$ cat config.mk
export PLATFORM = sky130hd
export DESIGN_NAME = mux4_rr_sel
export DESIGN_NICKNAME = d
export VERILOG_FILES = /design/src/rtl/mux4_rr_sel.sv
export SDC_FILE = /design/constraint.sdc
export NUM_CORES = 1
export LEC_CHECK = 0
export ABC_CLOCK_PERIOD_IN_PS = 4600
export CAP_MARGIN = 40
export CORE_MARGIN = 2
export CORE_UTILIZATION = 50
export CTS_BUF_LIST = sky130_fd_sc_hd__clkbuf_4 sky130_fd_sc_hd__clkbuf_8
export DETAILED_ROUTE_END_ITERATION = 10
export PLACE_DENSITY_LB_ADDON = 0.3
export SLEW_MARGIN = 10
export SYNTH_ARGS = -nofsm -noshare
export SYNTH_HDL_FRONTEND = slang
export SYNTH_SLANG_ARGS = --single-unit
$ cat constraint.sdc
create_clock -name clk -period 4.6 [get_ports clk]
set_input_delay 0.46 -clock clk [delete_from_list [all_inputs] [get_ports clk]]
set_output_delay 0.46 -clock clk [all_outputs]
set_load 0.01 [all_outputs]
$ cat src/rtl/mux4_rr_sel.sv
// Round-robin select generator for a 4:1 two-bit data mux.
// It grants one producer at a time for a bounded burst and forwards valid/ready between it and the consumer.
module mux4_rr_sel #(
    parameter int MAX_BURST = 4
) (
    input  logic       clk,
    input  logic       rst_n,
    input  logic [3:0] in_valid,
    input  logic       out_ready,
    output logic [1:0] sel,
    output logic [3:0] grant,
    output logic       out_valid,
    output logic [3:0] in_ready,
    output logic       busy
);

    localparam logic [0:0] IDLE = 1'b0;
    localparam logic [0:0] LOCK = 1'b1;
    localparam logic [3:0] BURST_LAST = 4'(MAX_BURST);

    logic [0:0] state_q, state_d;
    logic [1:0] ptr_q, ptr_d;
    logic [3:0] beat_q, beat_d;
    logic [3:0] grant_q, grant_d;
    logic [1:0] sel_q, sel_d;
    logic [1:0] gidx_q, gidx_d;

    logic       isLock;
    logic       curValid;
    logic       xfer;
    logic       relNow;
    logic [3:0] beatInc;
    logic [1:0] searchPtr;
    logic [1:0] probeIdx;
    logic       winFound;
    logic [1:0] winIdx;

    // On release the search starts just past the current owner, so that owner is naturally probed last.
    always_comb begin
        isLock    = (state_q == LOCK);
        curValid  = in_valid[gidx_q];
        xfer      = isLock && curValid && out_ready;
        beatInc   = beat_q + 4'd1;
        relNow    = isLock && (!curValid || (xfer && (beatInc == BURST_LAST)));
        searchPtr = relNow ? (gidx_q + 2'd1) : ptr_q;

        winFound = 1'b0;
        winIdx   = 2'd0;
        probeIdx = 2'd0;
        for (int i = 0; i < 4; i++) begin
            probeIdx = searchPtr + 2'(i);
            if (!winFound && in_valid[probeIdx]) begin
                winFound = 1'b1;
                winIdx   = probeIdx;
            end
        end
    end

    always_comb begin
        state_d = state_q;
        ptr_d   = ptr_q;
        beat_d  = beat_q;
        grant_d = grant_q;
        sel_d   = sel_q;
        gidx_d  = gidx_q;

        if (!isLock) begin
            if (winFound) begin
                state_d = LOCK;
                grant_d = 4'b0001 << winIdx;
                sel_d   = 2'd3 - winIdx;
                gidx_d  = winIdx;
                beat_d  = 4'd0;
            end
        end else if (relNow) begin
            ptr_d = gidx_q + 2'd1;
            if (winFound) begin
                grant_d = 4'b0001 << winIdx;
                sel_d   = 2'd3 - winIdx;
                gidx_d  = winIdx;
                beat_d  = 4'd0;
            end else begin
                state_d = IDLE;
                grant_d = 4'b0000;
            end
        end else if (xfer) begin
            beat_d = beatInc;
        end
    end

    always_ff @(posedge clk or negedge rst_n) begin
        if (!rst_n) begin
            state_q <= IDLE;
            ptr_q   <= 2'd0;
            beat_q  <= 4'd0;
            grant_q <= 4'b0000;
            sel_q   <= 2'b11;
            gidx_q  <= 2'd0;
        end else begin
            state_q <= state_d;
            ptr_q   <= ptr_d;
            beat_q  <= beat_d;
            grant_q <= grant_d;
            sel_q   <= sel_d;
            gidx_q  <= gidx_d;
        end
    end

    // grant_q is zero outside LOCK, so masking by it also gates the handshake while idle.
    assign sel       = sel_q;
    assign grant     = grant_q;
    assign busy      = isLock;
    assign out_valid = isLock && curValid;
    assign in_ready  = isLock ? (grant_q & {4{out_ready}}) : 4'b0000;

endmodule

Word-level counts from Yosys, hierarchy flattened
Index checks and enable logic that the tools add are counted.

Logic and storage cells: 73. Output and inout bits: 12. Flip-flop bits (word level): 15. Bits of input ports: 7.

Reductions and logical operators: 14. Bitwise gates (word level): 1. Order comparisons: 5. Equality and inequality tests: 3. Shifts and indexed selects: 1. Mux-type cells: 37. Add/sub/neg operators: 6.

Operator list (number): 2-to-1 mux 4 bit (9); 2-to-1 mux 2 bit (11); < comparator 2 x 3 -> 1 bit, second input constant (5); 2-to-1 mux 1 bit (12); binary-select mux 1 bit (select 2 bit) (5); logical AND 1 bit (7); adder 2 x 1 -> 2 bit, second input constant (2); adder 2 bit, second input constant (2); adder 4 x 1 -> 4 bit, second input constant (1); bitwise AND 4 bit (1); == test 4 x 3 -> 1 bit, second input constant (1); zero test 1 bit (4); << shifter 1 x 2 -> 4 bit, first input constant (1); != test 3 x 1 -> 1 bit, second input constant (1); != test 2 x 1 -> 1 bit, second input constant (1); AND reduction 2 bit (1); nonzero test 2 bit (1); subtractor 2 bit, first input constant (1); logical OR 1 bit (1).

Logic depth before layout (Yosys ltp)
Depth after elaboration: 24. Depth in mapped cells: 7. Depth with buffers taken out: 6.

Worst setup path before layout
OpenSTA, ideal clock, no wires.

Path kind: reg-to-reg. From: register gidx_q[0]. To: register grant_q[3] (netlist: grant[3]). Buffers on the path: 1. Clock period less this slack: 1.936 ns. Cell stages (with the launch flop): 6. Library setup time: 0.121 ns. Arrival: 1.815 ns. Path slack: 2.664 ns. Path through: dfrtp_1 > buf_6 > mux4_2 > o22ai_4 > mux2_2 > a22o_1.

Word-level cells in the longest chain between the ends: 24. Elaborated cells between the ends (all ways): 43.

Ends and longest elaborated chain: start: declaration (line 26) `logic [1:0] gidx_q, gidx_d;`; start signal: assignment (line 105) `gidx_q <= gidx_d;`; parallel branches: the longest is 24 deep, another holds adder 2 x 1 -> 2 bit; end signal: assignment (line 103) `grant_q <= grant_d;`; end: declaration (line 24) `logic [3:0] grant_q, grant_d;`.

Several ways; the timed one is not identified. The select of a mux whose other input is x is not followed. A chain may end at the register's enable or synchronous reset.

Final worst setup path
From: input in_valid[3]. To: output out_valid.

Word-level cells in the longest chain between the ends: 3.

Ends and longest elaborated chain: start: declaration (line 8) `input logic [3:0] in_valid,`; binary-select mux 1 bit (select 2 bit) (line 41) `curValid = in_valid[gidx_q];`; 2-to-1 mux 1 bit (implied by the code) (line 41); logical AND 1 bit (line 113) `assign out_valid = isLock && curValid;`; end: declaration (line 12) `output logic out_valid,`.

No other way between the ends. The select of a mux whose other input is x is not followed.

==> impl_metrics.csv <==
group,metric,value,unit
place,gp_congestion,0.840,
cells_and_area,drive_gt1_share,12.4,%
worst_setup_path,cp.required,4.14,ns
sta,report.final.hold_viol_count,0,
detailed_routing,drt-wirelength-per-cell,15.5,um
sta,drv_slew,0,
power,pwr_density_cell,568,nW/um^2
min_path,hold_class,"flip-flop to flip-flop",
die,coreArea,1940,sq um
sta,maxSlewHeadroom,55.2,%
clock_tree,clockRootBuffer,"clkbuf_4",
grt,grt_pass1_wl,3930,um
clock_tree,cts_resized,0,
synthesis,syn-num-nets,111,
detailed_routing,dr.first_iter.drc_count,24,
cells_and_area,seqCellArea,378,sq um
grt,grtUsageTotal,20.9,%
cells_and_area,multiInputGateArea,594,sq um
flow_run,cap_violations,0,
sta,fin_crit_sh,60.1,%
grt,grt_start_max_net_pins,16,
worst_setup_path,critPathArrivalTime,2.30,ns
synthesis,ys_warn_count,0,
clock_tree,postCtsSetupBuffers,0,
power,p_clk_share,11.7,%
worst_setup_path,cp-end-kind,"output pin",
detailed_routing,via_per_inst,5.95,
die,start_util,52.7,%
place,port-buffer-count,18,
clock_tree,htreeDepth,1,
clock_tree,numCtsBuffers,3,
grt,antenna_found_initial,0,
place,hpwlAfterDp,1720,um
worst_setup_path,cp_common_cell,"clkdlybuf4s50_1",
synthesis,async_flop_share,100,%
detailed_routing,vias,881,
die,die-area,2430,sq um
clock_tree,holdBufCountCts,0,
synthesis,ys_ff_latch,15,
cells_and_area,final_cell_mix,"clkdlybuf4s50_1 (18), dfrtp_1 (13), inv_1 (7), o21ai_0 (7), nand2_1 (7)",
synthesis,ys_seq_area_share,36.9,%
worst_setup_path,cpMaxStageDelayCell,"mux4_2",
worst_setup_path,path_cells,"clkdlybuf4s50_1, mux4_2, nand2_2, inv_2, clkdlybuf4s50_1",
synthesis,syn_area,1020,sq um
sta,min_period,2.76,ns
worst_setup_path,cp-start-kind,"input pin",
detailed_routing,firstDrtPassIters,4,
clock_tree,clk_pin_slew,0.08,ns
cells_and_area,area_growth,21.8,%
clock_tree,cts_tree,"done",
synthesis,synth-edff-count,0,
sta,worstMarginPinSlew,0.670,ns
outcome,outcome,"completed",
power,seqPwrFrac,35.5,%
detailed_routing,final_antenna_net_count,0,
worst_setup_path,slowest_delay,0.61,ns
clock_tree,clk_latency,0.29,ns
synthesis,synthFlopType,"dfrtp_1",
detailed_routing,wl,2290,um
grt,gr-total-overflow,0,
worst_setup_path,worstSetupPathType,"input pin to output pin",
cells_and_area,fillers,171,
clock_tree,clock_path_buffers,2,
cells_and_area,final_common_cell,"clkdlybuf4s50_1",
sta,finClkSkew,0.00939,ns
detailed_routing,drc,0,
power,intPower,0.421,mW
synthesis,synth_cells,102,
power,power,0.708,mW
power,power.leakage,0.554,nW
synthesis,avgSynthCellArea,10.0,sq um
clock_tree,cts.sinks,15,
die,die_w,49.2,um
sta,tns,0,ns
power,switching_share,40.6,%
cells_and_area,num_antenna_cells,0,
power,netSwitchingPower,0.287,mW
sta,clock.fmax,362,MHz
cells_and_area,layout.nets,131,
die,rows,16,
power,ir_drop,0.354,mV
power,combPwrFrac,52.9,%
die,io_pins,19,
die,die_h,49.2,um
grt,grt_pass1_vias,840,
sta,rsz0062_at_grt,"false",
worst_setup_path,cp_max_fo,11,
sta,setup_viol,0,
synthesis,synth.distinct_cells,45,
worst max-delay path, delay by kind of cell:
kind	cells	cell delay (ns)
buffers and inverters	3	1.12
multiplexers	1	0.61
AND/OR/NAND/NOR	1	0.11
registers in the layout, summed over array words and instances (netlist names):
name / flops
grant: 4
sel: 2
beat_q: 4
busy: 1
ptr_q: 2
gidx_q: 2
power groups by stage:
stage | combinational, mW | sequential [mW] | clock (mW)
2_1_floorplan | 0.275 | 0.234 | 0
3_3_place_gp | 0.364 | 0.249 | 0
3_5_place_dp | 0.375 | 0.252 | 0
4_1_cts | 0.378 | 0.251 | 0.0838
5_1_grt | 0.412 | 0.261 | 0.0888
6_report | 0.375 | 0.251 | 0.0825
synth_stat cells, types with 2 or more instances:
cell type | n | area, sq um
a22o_1 | 2 | 17.5
xor2_1 | 2 | 17.5
ha_1 | 2 | 25.0
inv_1 | 7 | 26.3
a211oi_1 | 2 | 15.0
buf_2 | 2 | 10.0
a21boi_0 | 2 | 15.0
nand2_1 | 7 | 26.3
dfstp_2 | 2 | 52.6
nand3_1 | 2 | 10.0
dfrtp_1 | 13 | 325
and2_1 | 3 | 18.8
a21o_1 | 2 | 15.0
nor2_1 | 6 | 22.5
o2111ai_1 | 2 | 17.5
and3_1 | 5 | 31.3
o31ai_1 | 2 | 15.0
a21oi_1 | 4 | 20.0
o21ai_0 | 7 | 35.0
mux2i_1 | 3 | 30.0
metal layers:
metal	vias up	GRT usage (%)	share of wire, %
met5	-	0	0
met2	25	33.6	48
met3	5	3.07	5.0
met4	0	5.71	1.2
met1	430	29.4	46
li1	421	-	-
logic make-up (layout without fill, tap and decap cells):
family | after synthesis | after routing | share of synthesized area (%)
AO/OA/AOI/OAI | 36 | 36 | 30.2
XOR/XNOR | 4 | 4 | 4.16
flip-flops | 15 | 15 | 36.9
AND/OR/NAND/NOR | 28 | 28 | 14.1
buffers and inverters | 11 | 30 | 5.01
adder cells (fa/ha/maj) | 3 | 3 | 3.42
multiplexers | 5 | 5 | 6.23
metrics by stage:
stage	instance area, sq um	setup slack, ns	hold slack, ns	std cells	utilization [%]
after detailed placement	1220	1.85	0.454	144	62.6
after global placement	1220	1.87	0.451	144	62.6
after CTS	1250	1.84	0.468	148	64.2
after floorplan	1020	2.66	0.164	102	-
final	1250	1.84	0.463	148	64.2
after global routing	1250	1.78	0.498	148	64.2
final timing paths:
check | cells past startpoint | startpoint | slack, ns | to
worst max-delay path | 5 | in_valid[3] | 1.84 | out_valid
worst min-delay path | 2 | sel[0]$_DFFE_PN1P_ | 0.46 | sel[0]$_DFFE_PN1P_
worst max register to register | 4 | gidx_q[0]$_DFFE_PN0P_ | 2.47 | sel[1]$_DFFE_PN1P_
worst min register to register | 2 | sel[0]$_DFFE_PN1P_ | 0.46 | sel[0]$_DFFE_PN1P_
max in group asynchronous | 1 | rst_n | 3.59 | ptr_q[0]$_DFFE_PN0P_
min in group asynchronous | 1 | rst_n | 0.57 | beat_q[0]$_DFFE_PN0P_
final cells by class:
type                            count  area share [%]
Inverter                            8            2.41
Tap cell                           27            2.71
Sequential cell                    15            30.3
Clock buffer                        4            2.41
Timing Repair Buffer               18            14.5
Multi-Input combinational cell     76            47.7
Power figures use the tool's default switching activity.
